===== config.mk =====
export PLATFORM = sky130hd
export DESIGN_NAME = waveform_playback_sequencer
export DESIGN_NICKNAME = d
export VERILOG_FILES = /design/src/rtl/waveform_playback_sequencer_pkg.sv /design/src/rtl/waveform_playback_sequencer_pulse_delay_line.sv /design/src/rtl/waveform_playback_sequencer.sv
export SDC_FILE = /design/constraint.sdc
export NUM_CORES = 1
export LEC_CHECK = 0
export BUFFER_PORTS_ARGS = -buffer_cell sky130_fd_sc_hd__buf_4
export CAP_MARGIN = 20
export CORE_MARGIN = 2
export CORE_UTILIZATION = 45
export DETAILED_ROUTE_END_ITERATION = 12
export PLACE_DENSITY = 0.75
export SYNTH_ARGS = -nofsm -noshare
export SYNTH_HDL_FRONTEND = slang
export SYNTH_SLANG_ARGS = --single-unit

===== constraint.sdc =====
create_clock -name clock -period 7.9 [get_ports clock]
set_input_delay 0 -clock clock [delete_from_list [all_inputs] [get_ports clock]]
set_output_delay 0 -clock clock [all_outputs]
set_load 0.02 [all_outputs]

===== src/rtl/waveform_playback_sequencer_pkg.sv =====
// Shared definitions for the waveform playback sequencer: playback modes and
// sequencer state encodings.
package waveform_playback_sequencer_pkg;

  localparam logic [1:0] MODE_CONTINUOUS = 2'd0;
  localparam logic [1:0] MODE_ONESHOT    = 2'd1;
  localparam logic [1:0] MODE_BURST      = 2'd2;
  localparam logic [1:0] MODE_RESERVED   = 2'd3;

  typedef enum logic {
    ST_IDLE = 1'b0,
    ST_PLAY = 1'b1
  } state_e;

endpackage


===== src/rtl/waveform_playback_sequencer_pulse_delay_line.sv =====
// Fixed-latency pulse delay used to line markers up with memory and serializer
// latency. DELAY=0 is a straight pass-through.
module pulse_delay_line #(
  parameter int DELAY = 3
) (
  input  logic clock,
  input  logic reset,
  input  logic in,
  output logic out
);

  if (DELAY == 0) begin : g_bypass
    assign out = in;
  end else begin : g_shift
    logic [DELAY-1:0] shift_q;
    logic [DELAY-1:0] shift_d;

    always_comb begin
      // NOTE: every bit is assigned on every pass through the block, so no latch can be inferred.
      shift_d[0] = in;
      for (int i = 1; i < DELAY; i++) begin
        shift_d[i] = shift_q[i-1];
      end
    end

    // NOTE: reset is applied to these flops so pending markers are flushed, not left to replay.
    always_ff @(posedge clock or posedge reset) begin
      // NOTE: non-blocking assignment so every stage samples its pre-edge neighbour.
      if (reset) shift_q <= '0;
      else       shift_q <= shift_d;
    end

    assign out = shift_q[DELAY-1];
  end

endmodule


===== src/rtl/waveform_playback_sequencer.sv =====
// Read-address sequencer that plays a stored waveform from the RAM read port
// in continuous, one-shot or burst mode, with trigger/abort and a delayed sync marker.
module waveform_playback_sequencer
  import waveform_playback_sequencer_pkg::*;
#(
  parameter int ADDR_WIDTH   = 14,
  parameter int REPEAT_WIDTH = 16,
  parameter int SYNC_DELAY   = 3
) (
  input  logic                    clock,
  input  logic                    reset,
  input  logic [ADDR_WIDTH-1:0]   start_address,
  input  logic [ADDR_WIDTH-1:0]   end_address,
  input  logic [1:0]              mode,
  input  logic [REPEAT_WIDTH-1:0] repeat_count,
  input  logic                    trigger,
  input  logic                    abort,
  output logic [ADDR_WIDTH-1:0]   read_address,
  output logic                    read_enable,
  output logic                    busy,
  output logic                    sync_out,
  output logic                    done,
  output logic                    config_error
);

  state_e                  state_q, state_d;
  logic [ADDR_WIDTH-1:0]   addr_q, addr_d;
  logic [ADDR_WIDTH-1:0]   start_q, start_d;
  logic [ADDR_WIDTH-1:0]   end_q, end_d;
  logic [1:0]              mode_q, mode_d;
  logic [REPEAT_WIDTH-1:0] repeat_q, repeat_d;
  logic [REPEAT_WIDTH-1:0] pass_cnt_q, pass_cnt_d;
  logic                    halted_q, halted_d;
  logic                    sync_raw_q, sync_raw_d;
  logic                    done_q, done_d;
  logic                    cfg_err_q, cfg_err_d;

  logic                    cfg_valid;
  logic [ADDR_WIDTH-1:0]   last_addr;
  logic                    last_word;
  logic                    start_pass;
  logic                    wrap;
  logic                    finish;

  assign cfg_valid = (end_address > start_address) && (mode != MODE_RESERVED);
  // Wraps modulo 2^ADDR_WIDTH; the latched config was valid, so it is never below start_q.
  assign last_addr = end_q - ADDR_WIDTH'(1);
  assign last_word = (addr_q == last_addr);

  always_comb begin
    state_d    = state_q;
    addr_d     = addr_q;
    start_d    = start_q;
    end_d      = end_q;
    mode_d     = mode_q;
    repeat_d   = repeat_q;
    pass_cnt_d = pass_cnt_q;
    halted_d   = halted_q;
    sync_raw_d = 1'b0;
    done_d     = 1'b0;
    cfg_err_d  = (end_address <= start_address);
    start_pass = 1'b0;
    wrap       = 1'b0;
    finish     = 1'b0;

    if (abort) begin
      state_d  = ST_IDLE;
      halted_d = 1'b1;
    end else if (trigger) begin
      halted_d = 1'b0;
      if (cfg_valid) begin
        start_pass = 1'b1;
        pass_cnt_d = '0;
      end else begin
        state_d = ST_IDLE;
      end
    end else if (state_q == ST_IDLE) begin
      if (mode == MODE_CONTINUOUS && cfg_valid && !halted_q) begin
        start_pass = 1'b1;
        pass_cnt_d = '0;
      end
    end else if (!last_word) begin
      addr_d = addr_q + ADDR_WIDTH'(1);
    end else begin
      case (mode_q)
        MODE_CONTINUOUS: wrap = 1'b1;
        MODE_BURST: begin
          if (pass_cnt_q == repeat_q) begin
            finish = 1'b1;
          end else begin
            wrap       = 1'b1;
            pass_cnt_d = pass_cnt_q + REPEAT_WIDTH'(1);
          end
        end
        default: finish = 1'b1;
      endcase
    end

    // An invalid config seen at a wrap stops playback silently.
    if (wrap) begin
      if (cfg_valid) start_pass = 1'b1;
      else           state_d    = ST_IDLE;
    end

    if (finish) begin
      state_d = ST_IDLE;
      done_d  = 1'b1;
    end

    if (start_pass) begin
      state_d    = ST_PLAY;
      addr_d     = start_address;
      start_d    = start_address;
      end_d      = end_address;
      mode_d     = mode;
      repeat_d   = repeat_count;
      sync_raw_d = 1'b1;
    end
  end

  always_ff @(posedge clock or posedge reset) begin
    if (reset) begin
      state_q    <= ST_IDLE;
      addr_q     <= '0;
      start_q    <= '0;
      end_q      <= '0;
      mode_q     <= MODE_CONTINUOUS;
      repeat_q   <= '0;
      pass_cnt_q <= '0;
      halted_q   <= 1'b0;
      sync_raw_q <= 1'b0;
      done_q     <= 1'b0;
      cfg_err_q  <= 1'b0;
    end else begin
      state_q    <= state_d;
      addr_q     <= addr_d;
      start_q    <= start_d;
      end_q      <= end_d;
      mode_q     <= mode_d;
      repeat_q   <= repeat_d;
      pass_cnt_q <= pass_cnt_d;
      halted_q   <= halted_d;
      sync_raw_q <= sync_raw_d;
      done_q     <= done_d;
      cfg_err_q  <= cfg_err_d;
    end
  end

  pulse_delay_line #(
    .DELAY(SYNC_DELAY)
  ) u_sync_delay (
    .clock(clock),
    .reset(reset),
    .in   (sync_raw_q),
    .out  (sync_out)
  );

  assign read_address = addr_q;
  assign read_enable  = (state_q == ST_PLAY);
  assign busy         = (state_q == ST_PLAY);
  assign done         = done_q;
  assign config_error = cfg_err_q;

endmodule


==> impl_metrics.yaml, run 1 <==
timing:
  setup_viol: 0
  fin_setup_tns_ns: 0
  setup_slack_ns: 4.18
  fmax_mhz: 268
  rsz0062_at_grt: "false"
  slew_viol_final: 0
  hold_viol_final: 0
  slew_headroom_pct: 40.9
  tightestPinTransition_ns: 0.883
  fin_crit_ns: 3.72
  min_period_over_period_pct: 47.1
  worst_clock_skew_ns: 0.0109
job:
  maxCapViolCount: 0
yosys:
  seq_area_frac_synth_pct: 40.6
  syn_inst: 444
  syn_nets: 511
  synth_edf_count: 0
  ys_types: 58
  ys_ff_latch: 70
  synth_top_area_share_pct: 40.6
  synth.area.top_cells: "dfrtp_1 41%, mux2_2 6.5%, xnor2_1 5.7%"
  yosysTopAreaCell: "dfrtp_1"
  synth_top_flop_cell: "dfrtp_1"
  ys_async_sr_fraction_pct: 100
  synth_area_sq_um: 4320
  yosys_warnings: 0
  syn_avg_cell_area_sq_um: 9.72
global_route:
  grt_pass1_wl_um: 18200
  grt_util_all_layers_pct: 22.4
  grt_overflow: 0
  grt_max_degree: 71
  grt_pass1_vias: 3721
  antenna_found_initial: 0
worst_setup_path:
  crit_type: "reg2reg"
  cp_num_buf_inv: 2
  crit_path_max_fanout: 63
  path_depth: 9
  crit_start: "end_q[0]"
  critical_path_required_ns: 8.13
  regToRegSetupSlack_ns: 4.18
  cp_cell_sequence: "inv_1, ha_1, nor4b_4, a21oi_1, nor4_4, nand4_2, o31ai_4, buf_4, mux2_2"
  regToRegEndpoint: "repeat_q[3]"
  critPathArrivalTime_ns: 3.95
  reg2reg_from: "end_q[0]"
  crit_family: "simple AND/OR/NAND/NOR gates"
  end_kind: "flip-flop"
  start_kind: "flip-flop"
  worstSetupEndpoint: "repeat_q[3]"
  cp_slowest_stage_delay_ns: 0.58
  r2r_cells: 9
  crit_path_top_delay_cell: "buf_4"
placement:
  placed_area_sq_um: 4910
  dp_hpwl_um: 7890
  placedCellCount: 626
  port_buffers: 68
  dp_slack_ns: 4.25
  globalplace.congestion: 0.903
clock_network:
  cts_sinks: 70
  cts_buffer_depth: 2
  hold_buffers: 50
  cts-root-buf: "clkbuf_8"
  path_clk_slew_ns: 0.08
  cts_max_level: 3
  tritoncts: "yes"
  cts_inserted_buffers: 9
  insertion_delay_ns: 0.35
  cts_setup_buffers: 0
  ctsResizeCount: 0
die:
  initial_core_util_pct: 46.5
  coreArea_sq_um: 9280
  pin_count: 69
  die_h_um: 102
  row_count: 35
  die_w_um: 102
  dieArea_sq_um: 10400
drt:
  drc: 0
  ant_nets: 0
  drtIter0Drc: 200
  wirelength_um: 11100
  via_count: 3750
  viasPerCell: 5.42
  first_pass_iters: 4
  wl_per_cell_um: 16.0
min_path:
  holdCritStartpoint: "sync_raw_q"
  hp-class: "reg2reg"
cells_and_area:
  final_cell_area_sq_um: 5610
  fin_util_pct: 60.4
  stdcell_count: 692
  drive_above_1_share_pct: 22.0
  nFillCells: 819
  nNetsFinal: 625
  syn2layout_area_growth_pct: 30.0
  antenna_cells: 0
status:
  run_status: "finished clean"
power_and_ir_drop:
  power_density_nw_per_um2: 260
  power_leakage_nw: 2.51
  ir_drop_mv: 0.118
per-stage QoR:
step / power, mW / hold WS, ns
floorplan: 0.961 / 0.0923
global placement: 1.12 / 0.216
detailed placement: 1.14 / 0.221
CTS: 1.46 / 0.354
global route: 1.55 / 0.358
finish: 1.46 / 0.354
worst register-to-register path, cell delays in order, from the launching register on:
cell and delay, ns:
dfrtp_1 0.44, inv_1 0.11, ha_1 0.24, nor4b_4 0.45, a21oi_1 0.19, nor4_4 0.41, nand4_2 0.44, o31ai_4 0.31
buf_4 0.58, mux2_2 0.44
per-layer routing:
layer,track usage [%],part of all wire [%]
met1,31.8,48
met2,35.7,46
met3,3.83,4.8
met4,5.64,1.1
met5,0,0
Yosys cell counts, types with 2 or more instances:
library cell / count
nor2_1: 17
nand4_2: 2
and3_1: 18
o31ai_1: 2
inv_1: 28
xor2_1: 22
a31o_2: 3
dfrtp_1: 70
buf_6: 3
o21ai_0: 26
o211ai_1: 2
nand3_1: 17
and4_1: 2
mux2_1: 3
clkbuf_1: 7
a21o_1: 6
a21oi_1: 16
or4_1: 2
and2_1: 3
buf_2: 5
o22a_1: 3
nor4_1: 4
a211oi_1: 3
nand2b_1: 4
or3_1: 5
nand2_1: 34
nor3_1: 14
nand3b_1: 2
xnor2_1: 28
mux2_2: 25
ha_1: 17
a311o_1: 2
a31oi_1: 5
nand4_1: 20
state kept, by name (all words and copies together), names as in the netlist:
register,flops
read_address,14
busy,1
sync_raw_q,1
end_q,14
pass_cnt_q,16
u_sync_delay.g_shift.shift_q,3
halted_q,1
repeat_q,16
config_error,1
mode_q,2
done,1
area by class of cell:
type                            instances  area, sq um  area share, %
Sequential cell                        70         1750           31.2
Clock buffer                           11          141           2.52
Clock inverter                          5         58.8           1.05
Tap cell                              129          161           2.88
Inverter                               28          105           1.87
Multi-Input combinational cell        328         2360           42.0
Timing Repair Buffer                  121         1030           18.4
placed cells by master (no fill, tap or decap), drive strengths merged, types with 3 or more instances in the layout:
cell and count:
buf 71, dfrtp 70, dlygate4sd3 50, nand2 34, xnor2 28, inv 28
mux2 28, o21ai 26, xor2 22, nand4 22, and3 18, nand3 17
nor2 17, ha 17, a21oi 17, nor3 14, clkbuf 11, a21o 6
nor4 6, or3 5, a31oi 5, nand2b 4, a211oi 3, o22a 3
a31o 3, and2 3, or4 3, o31ai 3
how the worst min path moves through the flow:
| stage | endpoint | slack (ns) | depth (start not counted) |
|---|---|---|---|
| global placement | halted_q | 0.22 | 2 |
| detailed placement | read_address[8] | 0.22 | 3 |
| CTS | u_sync_delay.g_shift.shift_q[0] | 0.35 | 0 |
| floorplan | halted_q | 0.09 | 1 |
| global route | u_sync_delay.g_shift.shift_q[0] | 0.36 | 0 |
| finish | u_sync_delay.g_shift.shift_q[0] | 0.35 | 0 |
power breakdown:
| part | switching, mW | internal [mW] | total (mW) |
|---|---|---|---|
| sequential | 0.146 | 0.459 | 0.605 |
| clock | 0.140 | 0.155 | 0.294 |
| combinational | 0.286 | 0.273 | 0.559 |
| total | 0.571 | 0.887 | 1.46 |
cell families after synthesis:
family | share of synthesized area, %
xor+xnor | 10.1
mux | 7.54
buf+inv | 4.78
flops | 40.6
fa+ha+maj | 4.93
simple gates | 20.5
compound gates | 11.5
Power figures use the tool's default switching activity.
==> run 2, diff against run 1 <==
==> constraint.sdc (replaced) <==
create_clock -name clock -period 3.6 [get_ports clock]
set_input_delay 0 -clock clock [delete_from_list [all_inputs] [get_ports clock]]
set_output_delay 0 -clock clock [all_outputs]
set_load 0.02 [all_outputs]
==> run 2 against run 1 <==
Final cell count rose by 1.0%. Wire length rose by 1.2%. Maximum frequency rose by 16%. Largest power group unchanged. Non-clock buffer count rose by 7. Clock skew barely moved. Via count rose by 2.4%.
==> impl_metrics.yaml, run 2 (synthesis gave the netlist of run 1 again) <==
worst_setup_path:
  r2r_cells: 10
  crit_type: "reg2reg"
  cp_slowest_stage_delay_ns: 0.46
  start_kind: "flip-flop"
  end_kind: "flip-flop"
  regToRegEndpoint: "pass_cnt_q[11]"
  crit_start: "end_q[0]"
  regToRegSetupSlack_ns: 0.38
  critPathArrivalTime_ns: 3.46
  crit_path_max_fanout: 10
  worstSetupEndpoint: "pass_cnt_q[11]"
  crit_path_top_delay_cell: "nor4b_4"
  cp_cell_sequence: "inv_1, ha_1, nor4b_4, a311o_1, o22a_1, nor4b_1, nand4_2, a21oi_2, and3_1, o21ai_0"
  reg2reg_from: "end_q[0]"
  critical_path_required_ns: 3.84
die:
  die_w_um: 102
  pin_count: 69
  die_h_um: 102
  initial_core_util_pct: 46.5
  dieArea_sq_um: 10400
  row_count: 35
  coreArea_sq_um: 9280
timing:
  tightestPinTransition_ns: 0.542
  fin_crit_ns: 3.22
  fin_setup_tns_ns: 0
  hold_viol_final: 0
  min_period_over_period_pct: 89.5
  setup_viol: 0
  slew_viol_final: 0
  worst_clock_skew_ns: 0.0109
  slew_headroom_pct: 63.6
  rsz0062_at_grt: "false"
  fmax_mhz: 310
drt:
  first_pass_iters: 5
  wirelength_um: 11200
  via_count: 3839
  viasPerCell: 5.49
  drtIter0Drc: 173
  ant_nets: 0
  wl_per_cell_um: 16.0
  drc: 0
clock_network:
  cts_inserted_buffers: 9
  cts_max_level: 3
  tritoncts: "yes"
  ctsResizeCount: 0
  path_clk_slew_ns: 0.08
  cts-root-buf: "clkbuf_8"
  insertion_delay_ns: 0.35
  cts_sinks: 70
  cts_buffer_depth: 2
cells_and_area:
  nNetsFinal: 632
  layout_common_cells: "76 x buf_4, 70 x dfrtp_1, 50 x dlygate4sd3_1"
  fin_util_pct: 61.5
  syn2layout_area_growth_pct: 32.3
  final_cell_area_sq_um: 5710
  drive_above_1_share_pct: 23.0
  antenna_cells: 0
  final_common_cell: "buf_4"
  reg_top3: "pass_cnt_q (16), repeat_q (16)"
power_and_ir_drop:
  power_leakage_nw: 2.58
  ir_drop_mv: 0.250
  design_power_total_mw: 3.28
  power_density_nw_per_um2: 574
placement:
  placed_area_sq_um: 4960
  dp_hpwl_um: 8200
  globalplace.congestion: 0.904
  port_buffers: 68
job:
  maxCapViolCount: 0
global_route:
  grt_pass1_vias: 3749
  grt_max_degree: 55
  grt_util_all_layers_pct: 22.7
  grt_overflow: 0
  antenna_found_initial: 0
  grt_pass1_wl_um: 18200
status:
  run_status: "finished clean"
min_path:
  hp-class: "in2async"
run 2: cell count changes in the layout (fill, tap and decap cells not counted), sizes merged:
cell,delta
buf,+7
clkinvlp,-2
bufinv,+1
clkinv,+1
run 2: routing by layer:
layer | GRT usage (%) | vias to the layer above | part of all wire [%]
met5 | 0 | - | 0
met4 | 7.79 | 0 | 1.6
met3 | 3.08 | 14 | 4.5
met2 | 35.7 | 128 | 47
met1 | 32.3 | 1862 | 47
li1 | - | 1835 | -
run 2: critical path, delay by kind of cell (launching register included):
family | cells | cell delay [ns]
AO/OA/AOI/OAI | 4 | 0.99
adder cells (fa/ha/maj) | 1 | 0.24
buffers and inverters | 1 | 0.10
flip-flops | 1 | 0.44
AND/OR/NAND/NOR | 4 | 1.34
run 2: worst min path at each step:
stage / slack (ns) / to / from / cells past startpoint
after floorplan: 0.09 / halted_q / abort / 1
after global placement: 0.21 / halted_q / abort / 2
after detailed placement: 0.22 / halted_q / abort / 2
after CTS: 0.36 / u_sync_delay.g_shift.shift_q[1] / u_sync_delay.g_shift.shift_q[0] / 0
after global routing: 0.19 / pass_cnt_q[7] / reset / 3
final: 0.18 / pass_cnt_q[7] / reset / 3
run 2: power by group:
group / internal (mW) / total, mW / switching, mW
combinational: 0.610 / 1.23 / 0.620
clock: 0.411 / 0.723 / 0.313
sequential: 1.01 / 1.33 / 0.320
total: 2.03 / 3.28 / 1.25
run 2: per-stage QoR:
stage	hold WS [ns]	setup slack, ns	std cells
6_report	0.180	0.379	699
5_1_grt	0.193	0.0488	699
4_1_cts	0.360	0.247	697
3_5_place_dp	0.216	0.263	631
3_3_place_gp	0.210	0.393	631
2_1_floorplan	0.0923	0.729	444
run 2: timing repair:
action / 4_1_cts / 5_1_grt
hold endpoints to repair: 101 / 0
endpoints found under the setup margin: 0 / 9
buffers inserted: 0 / 1
hold buffers: 50 / 0
run 2: area by class of cell:
class | instances | area, sq um
clock buffer | 11 | 141
tap | 129 | 161
clock inverter | 5 | 82.6
sequential | 70 | 1750
timing repair buffer | 128 | 1110
multi-input combinational | 328 | 2360
fill | 795 | 3570
inverter | 28 | 105
==> run 3, diff against run 2 <==
--- a/config.mk
+++ b/config.mk
@@ -7,9 +7,11 @@
 export LEC_CHECK = 0
 export BUFFER_PORTS_ARGS = -buffer_cell sky130_fd_sc_hd__buf_4
 export CAP_MARGIN = 20
+export CORE_ASPECT_RATIO = 0.75
 export CORE_MARGIN = 2
 export CORE_UTILIZATION = 45
 export DETAILED_ROUTE_END_ITERATION = 12
+export MAX_ROUTING_LAYER = met4
 export PLACE_DENSITY = 0.75
 export SYNTH_ARGS = -nofsm -noshare
 export SYNTH_HDL_FRONTEND = slang
==> run 3 against run 2 <==
Maximum frequency down 1.8%. Non-clock buffer count decreased by 5. Sequential power about the same. Via count up 1.3%. Clock-buffer cell count unchanged. Final cell count down 0.72%. Final area grew 0.26%. Combinational power about the same. Total power is 5.0% higher. Utilization is 0.75 points higher. Register-to-register slack got worse by 0.06 ns. Critical path depth decreased by 2.
==> impl_metrics.yaml, run 3 (synthesis gave the netlist of run 1 again) <==
cells_and_area:
  layout_common_cells: "74 x buf_4, 70 x dfrtp_1, 48 x dlygate4sd3_1"
  final_common_cell: "buf_4"
  stdcell_count: 694
  drive_above_1_share_pct: 22.5
  fin_util_pct: 62.3
  final_cell_area_sq_um: 5730
  nNetsFinal: 627
  nFillCells: 759
  regArea_sq_um: 1750
  syn2layout_area_growth_pct: 32.7
  multi_input_area_sq_um: 2360
  reg_top3: "pass_cnt_q (16), repeat_q (16)"
timing:
  setup_viol: 0
  tightestPinTransition_ns: 1.03
  whs_ns: 0.0185
  rsz0062_at_grt: "false"
  min_period_over_period_pct: 91.1
  setup_slack_ns: 0.321
  fin_setup_tns_ns: 0
  slew_headroom_pct: 30.9
  fin_crit_ns: 3.28
  slew_viol_final: 0
  hold_viol_final: 0
  fmax_mhz: 305
  worst_clock_skew_ns: 0.00823
placement:
  port_buffers: 68
  placed_area_sq_um: 4950
  dp_hpwl_um: 8560
  dp_slack_ns: 0.373
  globalplace.congestion: 0.957
  placedCellCount: 629
global_route:
  grt_overflow: 0
  grt_pass1_wl_um: 19800
  grt_use_met1_pct: 37.0
  antenna_found_initial: 1
  grt_util_all_layers_pct: 25.9
  met2_usage_pct: 36.8
  grt_pass1_vias: 3760
  use_met3_pct: 5.89
  top_usage_layer: "met1"
  grt_max_degree: 62
drt:
  wirelength_um: 12300
  first_pass_iters: 5
  wl_per_cell_um: 17.7
  drc: 0
  drtIter0Drc: 343
  ant_nets: 0
  via_count: 3890
  viasPerCell: 5.61
clock_network:
  ctsResizeCount: 0
  cts_max_level: 3
  cts_setup_buffers: 0
  hold_buffers: 48
  cts_inserted_buffers: 9
  cts_sinks: 70
  cts_buffer_depth: 2
  cts-root-buf: "clkbuf_16"
  insertion_delay_ns: 0.33
  tritoncts: "yes"
  path_clk_slew_ns: 0.06
worst_setup_path:
  critPathArrivalTime_ns: 3.50
  cp_cell_sequence: "or4_1, o31ai_1, nand4_1, nor4_4, nand4_2, o31ai_4, buf_12, mux2_2"
  cp_slowest_stage_delay_ns: 0.63
  critical_path_required_ns: 3.82
  r2r_cells: 8
  start_kind: "flip-flop"
  end_kind: "flip-flop"
  crit_path_max_fanout: 61
  crit_path_top_delay_cell: "or4_1"
  crit_type: "reg2reg"
power_and_ir_drop:
  power_density_nw_per_um2: 601
  design_power_total_mw: 3.44
  power_leakage_nw: 2.57
  ir_drop_mv: 0.329
job:
  maxCapViolCount: 0
die:
  dieArea_sq_um: 10400
  die_w_um: 117
  coreArea_sq_um: 9200
  row_count: 30
  die_h_um: 88.8
  pin_count: 69
  initial_core_util_pct: 46.9
min_path:
  hp-class: "in2reg"
  hold_depth: 4
status:
  run_status: "finished clean"
[run 3: final timing paths]
| kind | from | end | slack [ns] |
|---|---|---|---|
| min | trigger | pass_cnt_q[1] | 0.02 |
| max in group asynchronous | reset | end_q[3] | 2.24 |
| min reg2reg | u_sync_delay.g_shift.shift_q[0] | u_sync_delay.g_shift.shift_q[1] | 0.35 |
| max reg2reg | end_q[8] | repeat_q[2] | 0.32 |
| min in group asynchronous | reset | pass_cnt_q[9] | 0.45 |
| max | end_q[8] | repeat_q[2] | 0.32 |
[run 3: final cells by class]
type,count,share of cell area [%]
Multi-Input combinational cell,328,41.2
Tap cell,128,2.80
Sequential cell,70,30.6
Clock buffer,11,4.06
Timing Repair Buffer,123,18.4
Antenna cell,1,0.0437
Inverter,28,1.84
Clock inverter,5,1.05
[run 3: report_power, final]
group | switching [mW] | internal [mW]
sequential | 0.338 | 1.01
combinational | 0.615 | 0.606
clock | 0.337 | 0.538
[run 3: critical path, delay by kind of cell (launching register included)]
family,cells,cell delay (ns)
AND/OR/NAND/NOR,4,1.31
AO/OA/AOI/OAI,2,0.63
flip-flops,1,0.49
multiplexers,1,0.38
buffers and inverters,1,0.30
[run 3: per-layer routing]
metal / wire length (um) / part of all wire, % / vias up
li1: - / - / 1823
met1: 5720 / 47 / 1869
met2: 5390 / 44 / 176
met3: 927 / 7.5 / 22
met4: 249 / 2.0 / 0
met5: 0 / 0 / -
